`src/rtl/mem_arbiter.sv`:
```
// mem_arbiter: single-port arbiter between instruction fetch, load and store
// requesters onto one downstream memory channel.
// Optional feature: define MEM_ARB_STARVE_GUARD_EN to enable the fetch
// starvation guard (promotes ic after STARVE_LIMIT lost decisions).
module mem_arbiter #(
  parameter int unsigned STARVE_LIMIT = 8
) (
  input  logic        clk,
  input  logic        rst,
  input  logic        rdy,
  input  logic        clr,
  input  logic        ic_req,
  input  logic [31:0] ic_addr,
  output logic        ic_done,
  output logic [31:0] ic_data,
  input  logic        ld_req,
  input  logic [31:0] ld_addr,
  input  logic [2:0]  ld_size,
  output logic        ld_done,
  output logic [31:0] ld_data,
  input  logic        st_req,
  input  logic [31:0] st_addr,
  input  logic [2:0]  st_size,
  input  logic [31:0] st_data,
  output logic        st_done,
  output logic        dn_valid,
  output logic        dn_wr,
  output logic [31:0] dn_addr,
  output logic [2:0]  dn_size,
  output logic [31:0] dn_wdata,
  input  logic [31:0] dn_rdata,
  input  logic        dn_done
);

  typedef enum logic [1:0] {IDLE, BUSY, RESP} state_t;
  typedef enum logic [1:0] {OWN_NONE, OWN_IC, OWN_LD, OWN_ST} owner_t;

  state_t state, state_nx;
  owner_t owner, owner_nx;
  logic   grant_ic, grant_ld, grant_st;
  logic   cancel, finish;
  logic   ic_ok, ld_ok, promote;

  // clr blocks new fetch/load grants; stores are never affected by a flush
  assign ic_ok = ic_req && !clr;
  assign ld_ok = ld_req && !clr;

`ifdef MEM_ARB_STARVE_GUARD_EN
  logic [3:0] starve_cnt;
  assign promote = ic_ok && (starve_cnt >= 4'(STARVE_LIMIT));

  // Count IDLE decisions that fetch lost; any fetch grant, idle fetch or flush clears it
  always_ff @(posedge clk) begin
    if (rst)
      starve_cnt <= '0;
    else if (rdy && state == IDLE) begin
      if (clr || !ic_req || grant_ic)
        starve_cnt <= '0;
      else if (starve_cnt != 4'hF)
        starve_cnt <= starve_cnt + 4'd1;
    end
  end
`else
  assign promote = 1'b0;
`endif

  // State register
  always_ff @(posedge clk) begin
    if (rst) begin
      state <= IDLE;
      owner <= OWN_NONE;
    end else begin
      state <= state_nx;
      owner <= owner_nx;
    end
  end

  // Next-state, arbitration and transaction-end decode; everything frozen when rdy is low
  always_comb begin
    state_nx = state;
    owner_nx = owner;
    grant_ic = 1'b0;
    grant_ld = 1'b0;
    grant_st = 1'b0;
    cancel   = 1'b0;
    finish   = 1'b0;
    if (rdy) begin
      case (state)
        IDLE: begin
          grant_ic = promote || (ic_ok && !st_req && !ld_ok);
          grant_st = st_req && !promote;
          grant_ld = ld_ok && !st_req && !promote;
          if (grant_st) begin
            state_nx = BUSY;
            owner_nx = OWN_ST;
          end else if (grant_ld) begin
            state_nx = BUSY;
            owner_nx = OWN_LD;
          end else if (grant_ic) begin
            state_nx = BUSY;
            owner_nx = OWN_IC;
          end
        end
        BUSY: begin
          // a flush beats a simultaneous dn_done for fetch/load owners
          if (clr && owner != OWN_ST) begin
            cancel   = 1'b1;
            state_nx = RESP;
            owner_nx = OWN_NONE;
          end else if (dn_done) begin
            finish   = 1'b1;
            state_nx = RESP;
            owner_nx = OWN_NONE;
          end
        end
        RESP:    state_nx = IDLE;
        default: state_nx = IDLE;
      endcase
    end
  end

  // Registered downstream request, done pulses and read-data capture
  always_ff @(posedge clk) begin
    if (rst) begin
      dn_valid <= 1'b0;
      dn_wr    <= 1'b0;
      dn_addr  <= '0;
      dn_size  <= '0;
      dn_wdata <= '0;
      ic_done  <= 1'b0;
      ld_done  <= 1'b0;
      st_done  <= 1'b0;
      ic_data  <= '0;
      ld_data  <= '0;
    end else begin
      ic_done <= 1'b0;
      ld_done <= 1'b0;
      st_done <= 1'b0;
      if (grant_st) begin
        dn_valid <= 1'b1;
        dn_wr    <= 1'b1;
        dn_addr  <= st_addr;
        dn_size  <= st_size;
        dn_wdata <= st_data;
      end else if (grant_ld) begin
        dn_valid <= 1'b1;
        dn_wr    <= 1'b0;
        dn_addr  <= ld_addr;
        dn_size  <= ld_size;
      end else if (grant_ic) begin
        dn_valid <= 1'b1;
        dn_wr    <= 1'b0;
        dn_addr  <= ic_addr;
        dn_size  <= 3'd4;
      end
      if (cancel)
        dn_valid <= 1'b0;
      if (finish) begin
        dn_valid <= 1'b0;
        case (owner)
          OWN_IC: begin
            ic_done <= 1'b1;
            ic_data <= dn_rdata;
          end
          OWN_LD: begin
            ld_done <= 1'b1;
            ld_data <= dn_rdata;
          end
          OWN_ST:  st_done <= 1'b1;
          default: ;
        endcase
      end
    end
  end

endmodule

```
`config.mk`:
```
export PLATFORM = sky130hd
export DESIGN_NAME = mem_arbiter
export DESIGN_NICKNAME = d
export VERILOG_FILES = /design/src/rtl/mem_arbiter.sv
export SDC_FILE = /design/constraint.sdc
export NUM_CORES = 1
export LEC_CHECK = 0
export ABC_AREA = 1
export CORE_MARGIN = 3
export CORE_UTILIZATION = 40
export DETAILED_ROUTE_END_ITERATION = 8
export GPL_TIMING_DRIVEN = 0
export PLACE_DENSITY = 0.88
export SLEW_MARGIN = 20
export SYNTH_ARGS = -nofsm -noshare
export SYNTH_HDL_FRONTEND = slang
export SYNTH_SLANG_ARGS = --single-unit
```
`constraint.sdc`:
```
create_clock -name clk -period 1.5 [get_ports clk]
set_input_delay 0.3 -clock clk [delete_from_list [all_inputs] [get_ports clk]]
set_output_delay 0.3 -clock clk [all_outputs]
set_load 0.005 [all_outputs]
```
==> impl_metrics.csv, run 1 <==
group,metric,value,unit
outcome,status,"complete, no violations",
timing,period_minus_slack,1.47,ns
final_layout,final_nets,1318,
power,p_seq_frac,0.422,
yosys,synth_area_leader_cell,"dfxtp_1",
critical_path,arrival,1.78,ns
run,drv_cap,0,
yosys,synth-seq-cells,140,
timing,finalMaxSlewViolations,0,
clock_tree,cts_tree,"yes",
clock_tree,cts.clk_slew.worst_paths,0.06,ns
yosys,synth_area,5880,µm²
floorplan,num_rows,43,
global_route,antenna_found_initial,2,
critical_path,crit_required,1.81,ns
clock_tree,cts_made_buffers,17,
critical_path,r2r_cells,9,
timing,hold_viol_final,0,
place,post-dp-hpwl,17100,µm
final_layout,drive_gt1_frac,0.121,
yosys,synth_edf_count,0,
floorplan,die_h,127,µm
floorplan,dieArea,16200,µm²
yosys,synth_top_area_frac,0.476,
yosys,synth_cell_types,27,
power,switching_power,2.49,mW
place,placed_area,9190,µm²
power,power.internal,6.86,mW
place,gp_congestion,0.868,
drt,via_per_inst,5.08,
power,p_per_area,958,nW/µm²
global_route,grt_max_degree,17,
critical_path,slowest_delay,0.52,ns
critical_path,start_kind,"primary input",
critical_path,path_cells,"clkdlybuf4s50_1, inv_2, nor2_2, nand3_2, inv_4, nand2_4, buf_4, o21ai_0, nor2_1",
clock_tree,clk_path_buf_depth,2,
yosys,synthFlopType,"dfxtp_1",
yosys,yosysSeqAreaShare,0.476,
floorplan,start_util,0.416,
yosys,synth_area_leaders,"dfxtp_1 (48%), nand2_1 (11%), o21ai_0 (8.7%), nor2_1 (8.4%), nand3_1 (5.6%)",
hold_path,holdPathStages,4,
drt,wirelength,22800,µm
final_layout,final_cell_area,9760,µm²
yosys,synth_area_per_cell,7.25,µm²
drt,wl_per_cell,17.0,µm
global_route,grt_pass1_vias,6765,
hold_path,min_path_type,"in2reg",
global_route,track_usage,0.277,
critical_path,cp_slowest_cell,"clkdlybuf4s50_1",
timing,min_period_over_period,0.978,
power,p_leak,4.66,nW
floorplan,fp.dieW,127,µm
timing,clock.fmax,681,MHz
yosys,ys_async_sr_fraction,0,
power,power_frac_clock,0.413,
final_layout,multi_input_comb_area,2610,µm²
final_layout,fillers,1190,
drt,ant_nets,0,
drt,drt_iter0_drc,438,
critical_path,setup.worst_path.end_class,"flip-flop",
yosys,yosysMostFrequentCell,"nand2_1",
place,pre_cts_slack,-0.746,ns
timing,fin_ws,0.0326,ns
timing,setup_violations,0,
final_layout,area_growth,65.9,%
timing,worst_clock_skew,0.00603,ns
critical_path,critPathKind,"in2reg",
drt,drc,0,
floorplan,core_area,14100,µm²
floorplan,ios,310,
critical_path,cp_max_fo,10,
power,combPwrFrac,0.165,
timing,max_slew_margin,0.584,
power,ir_worst_vdd,0.732,mV
clock_tree,cts_root_buf,"clkbuf_16",
global_route,grt_pass1_wl,35000,µm
yosys,netlist_top_cells_count,"nand2_1 (174), dfxtp_1 (140), nor2_1 (132)",
power,switching_share,0.267,
yosys,syn_inst,812,
final_layout,regArea,2820,µm²
yosys,yosysWarningCount,0,
clock_tree,clock_latency,0.42,ns
yosys,synthesis.nets,986,
clock_tree,htree_levels,4,
drt,first_pass_iters,5,
global_route,gr-total-overflow,0,
place,port-buffer-count,308,
clock_tree,cts_sinks,140,
drt,via_count,6800,
timing,worst_pin_slew,0.624,ns
power groups by stage:
stage | clock (mW) | sequential [mW] | combinational, mW
after global placement | 0 | 4.02 | 1.54
after CTS | 3.90 | 3.95 | 1.49
after floorplan | 0 | 4.04 | 0.587
final | 3.86 | 3.95 | 1.54
after detailed placement | 0 | 4.03 | 1.56
after global routing | 4.06 | 3.96 | 1.68
critical path: cells and delay by family:
kind / cells / cell delay [ns]
buffers and inverters: 4 / 0.91
and+or+nand+nor: 4 / 0.39
AOI/OAI and AO/OA: 1 / 0.18
routing by layer:
layer  vias to the layer above  GRT usage  wire, µm
li1                       3287          -         -
met1                      3110      0.297      8380
met2                       348      0.487     11500
met3                        53     0.0920      2130
met4                         2      0.132       783
met5                         -          0        20
sequential cells by signal, indices dropped and copies added (netlist names):
name / count
owner: 2
ld_done: 1
dn_wdata: 32
ic_data: 32
state: 2
ic_done: 1
dn_valid: 1
dn_size: 3
dn_wr: 1
st_done: 1
ld_data: 32
dn_addr: 32
stage by stage:
step | hold WS, ns | utilization | setup TNS (ns) | power [mW] | std cells
finish | 0.318 | 0.690 | 0 | 9.36 | 1338
global route | 0.346 | 0.690 | -0.116 | 9.71 | 1338
CTS | 0.300 | 0.681 | 0 | 9.33 | 1335
detailed placement | 0.459 | 0.650 | -67.85 | 5.59 | 1300
global placement | 0.450 | 0.650 | -63.71 | 5.57 | 1300
floorplan | 0.442 | - | 0 | 4.62 | 812
path summary, 6_finish.rpt:
path                 from  slack, ns            to
max                   rdy       0.03   ic_data[26]
min                st_req       0.32   dn_addr[31]
max reg2reg      state[0]       0.08   dn_addr[27]
min reg2reg  dn_wdata[30]       0.46  dn_wdata[30]
cell type report:
| cell class | instances | area share |
|---|---|---|
| clock inverters | 12 | 0.00910 |
| multi-input cells | 567 | 0.267 |
| repair buffers | 314 | 0.303 |
| well taps | 180 | 0.0231 |
| plain buffers | 56 | 0.0436 |
| flip-flops and latches | 140 | 0.289 |
| inverters | 48 | 0.0195 |
| clock buffers | 20 | 0.0458 |
| diodes | 1 | 0.000256 |
cell usage in the layout (no fill, tap or decap), types with 4 or more instances in the layout:
cell,count
clkinv_2,4
dlygate4sd2_1,138
nor2_1,132
clkbuf_1,9
clkbuf_2,13
dfxtp_1,126
o21ai_2,5
dfxtp_2,14
nand2_1,174
a21oi_1,64
buf_4,21
nand2_4,6
nand3_1,64
inv_1,39
buf_6,13
clkbuf_16,17
inv_2,5
clkdlybuf4s50_1,170
a21oi_2,10
buf_2,5
o21ai_0,67
o21ai_1,31
inv_4,4
logic make-up (layout without fill, tap and decap cells):
kind of cell / count (synthesis) / count (layout) / share of synthesized area
flip-flops: 140 / 140 / 0.476
other: 0 / 1 / 0
buffers and inverters: 105 / 450 / 0.0878
AO/OA/AOI/OAI: 180 / 180 / 0.161
AND/OR/NAND/NOR: 387 / 387 / 0.274
what timing repair did:
item	4_1_cts	5_1_grt
hold buffers	0	0
endpoints found under the setup margin	230	119
pin swaps	1	2
buffers inserted	3	3
gates resized for setup	172	103
Note: power is estimated with default switching activity, not from simulation.
==> run 2: changes to the inputs <==
Settings changed: ABC_AREA 1 to not set, CAP_MARGIN set to 20, CORE_UTILIZATION 40 to 38, PLACE_DENSITY 0.88 to 0.87.
==> run 2 against run 1 <==
Compared with the run above: setup slack worse by 0.0019 ns; cell area is 0.79% lower; routed wire length shrank 9.9%; clock power grew 9.1%; largest cell class unchanged; largest power group is now clock.
==> impl_metrics.csv, run 2 <==
group,metric,value,unit
final_layout,area_growth,78.6,%
place,post-dp-hpwl,15200,µm
critical_path,ff2ff_setup_slack,0.03,ns
yosys,synth_cell_types,35,
drt,via_per_inst,5.06,
timing,max_slew_margin,0.581,
timing,finalMaxSlewViolations,0,
clock_tree,cts_tree,"yes",
global_route,grt_pass1_vias,5947,
floorplan,num_rows,43,
clock_tree,cts_made_buffers,17,
critical_path,critPathKind,"reg2reg",
yosys,synthFlopType,"dfxtp_1",
final_layout,mostFrequentLayoutCell,"nand2_1",
clock_tree,cts.clk_slew.worst_paths,0.06,ns
timing,worst_pin_slew,0.628,ns
floorplan,fp.dieW,125,µm
global_route,track_usage,0.247,
timing,clock.fmax,681,MHz
timing,min_period_over_period,0.980,
drt,drt_iter0_drc,337,
final_layout,final_util,0.695,
yosys,synth_edf_count,0,
yosys,yosysWarningCount,0,
critical_path,arrival,1.81,ns
floorplan,ios,310,
yosys,synth_mux_area_frac,0,
drt,drc,0,
floorplan,dieArea,15700,µm²
yosys,synth_top_area_frac,0.517,
hold_path,min_path_type,"in2reg",
drt,via_count,6062,
timing,worst_clock_skew,0.0113,ns
place,pre_cts_slack,-0.964,ns
timing,rsz0062_at_grt,"yes",
timing,period_minus_slack,1.47,ns
yosys,synth_fa_ha_area_frac,0,
critical_path,worst_r2r_startpoint,"state[1]",
place,port-buffer-count,307,
power,power,9.50,mW
yosys,yosys.area_share.simple,0.234,
timing,hold_viol_final,0,
yosys,synth_top_family_by_area,"simple AND/OR/NAND/NOR gates",
drt,wirelength,20500,µm
hold_path,holdPathStages,3,
final_layout,final_cell_mix,"nand2_1 (227), clkdlybuf4s50_1 (168), dlygate4sd2_1 (139)",
yosys,synth_area_leader_cell,"dfxtp_1",
clock_tree,htree_levels,4,
power,p_per_area,981,nW/µm²
timing,setup_violations,0,
clock_tree,cts_hold_buf,0,
power,p_leak,4.12,nW
yosys,netlist_top_cells_count,"nand2_1 (227), dfxtp_1 (140), a21oi_1 (99)",
yosys,yosysSeqAreaShare,0.517,
place,gp_congestion,0.863,
power,ir_worst_vdd,0.977,mV
run,drv_cap,0,
yosys,synth_compound_area_frac,0.193,
drt,first_pass_iters,5,
yosys,synth_area_leaders,"dfxtp_1 (52%), nand2_1 (16%), a21oi_1 (9.1%), o221ai_1 (5.2%), nand2b_1 (4.0%)",
floorplan,die_h,125,µm
critical_path,crit_required,1.84,ns
yosys,synth_area_per_cell,8.18,µm²
yosys,synthXorXnorAreaFrac,0,
clock_tree,clk_path_buf_depth,2,
hold_path,holdPathEnd,"ic_done",
global_route,grt_max_degree,17,
yosys,yosysMostFrequentCell,"nand2_1",
critical_path,start_kind,"flip-flop",
global_route,antenna_found_initial,0,
timing,fin_ws,0.0307,ns
critical_path,r2r_end,"ic_data[11]",
drt,ant_nets,0,
critical_path,cp_max_fo,8,
yosys,synth_area,5420,µm²
hold_path,hold_start,"dn_done",
final_layout,final_nets,1180,
floorplan,core_area,13900,µm²
clock_tree,cts_sinks,140,
clock_tree,clock_latency,0.42,ns
timing,hold_ws,0.334,ns
yosys,syn_inst,663,
place,placed_area,8720,µm²
clock_tree,cts_root_buf,"clkbuf_16",
critical_path,setup.worst_path.end_class,"flip-flop",
critical_path,r2r_cells,7,
drt,wl_per_cell,17.1,µm
global_route,grt_pass1_wl,31100,µm
floorplan,start_util,0.389,
outcome,status,"complete, no violations",
final_layout,antenna_cells,0,
yosys,synthesis.nets,837,
final_layout,final_cell_area,9680,µm²
global_route,gr-total-overflow,0,
final_layout,drive_gt1_frac,0.127,
yosys,ys_async_sr_fraction,0,
yosys,synth-seq-cells,140,
==> run 2: cell count changes in the layout (fill, tap and decap cells not counted), moves of 19 or more <==
cell	change
inv_1	-38
a21oi_1	+26
nand3_1	-60
nand2b_1	+35
o221ai_2	+19
nor2_1	-125
o21ai_0	-59
nand2_1	+53
==> run 2: cell families (layout without fill, tap and decap cells) <==
group,Yosys count,after routing
buffers and inverters,53,409
AND/OR/NAND/NOR,293,293
AO/OA/AOI/OAI,177,177
flip-flops,140,140
==> run 2: worst max-delay path: stages (launching register included) <==
cell,delay (ns)
dfxtp_2,0.34
and3b_1,0.22
buf_6,0.12
and4_4,0.23
buf_12,0.15
clkbuf_16,0.15
nand2_1,0.05
a21oi_1,0.14
==> run 2: layer usage <==
layer	part of all wire	GRT usage	vias to the layer above	wire, µm
met5	0	0	-	0
met4	0.026	0.0861	0	537
met3	0.068	0.0739	42	1400
met2	0.51	0.435	235	10400
met1	0.40	0.284	2850	8200
li1	-	-	2935	-
==> run 2: per-stage QoR <==
stage	setup TNS, ns	std cells
after floorplan	0	663
final	0	1199
after detailed placement	-79.59	1150
after global routing	-0.372	1199
after global placement	-77.35	1150
after CTS	0	1190
==> run 2: power by group <==
part           total [mW]  internal, mW  switching (mW)
combinational        1.35         0.786           0.561
clock                4.21          2.55            1.66
sequential           3.95          3.87          0.0756
==> run 2: worst max-delay path by stage <==
| stage | start | to | depth (start not counted) |
|---|---|---|---|
| final | state[1] | ic_data[11] | 7 |
| after floorplan | state[1] | ic_data[2] | 7 |
| after global placement | clr | dn_addr[24] | 6 |
| after global routing | rst | ic_data[17] | 4 |
| after CTS | ld_req | dn_addr[1] | 6 |
| after detailed placement | clr | dn_addr[30] | 6 |
==> run 2: final cells by class <==
| type | count | area, µm² |
|---|---|---|
| fillers | 1128 | 4250 |
| clock buffers | 20 | 457 |
| multi-input cells | 470 | 2510 |
| inverters | 1 | 3.75 |
| flip-flops and latches | 140 | 2810 |
| repair buffers | 324 | 3100 |
| well taps | 180 | 225 |
| plain buffers | 52 | 440 |
| clock inverters | 12 | 138 |
==> run 2: timing repair <==
item | 4_1_cts | 5_1_grt
setup buffers | 6 | 5
endpoints found under the setup margin | 261 | 122
pin swaps | 3 | 1
gates cloned | 2 | 4
gates resized for setup | 169 | 74
==> run 3: changes to the inputs <==
Settings changed: CAP_MARGIN 20 to 0.
==> results of run 3 <==
Same layout as run 2: the final DEF is identical, and so are final timing and power.
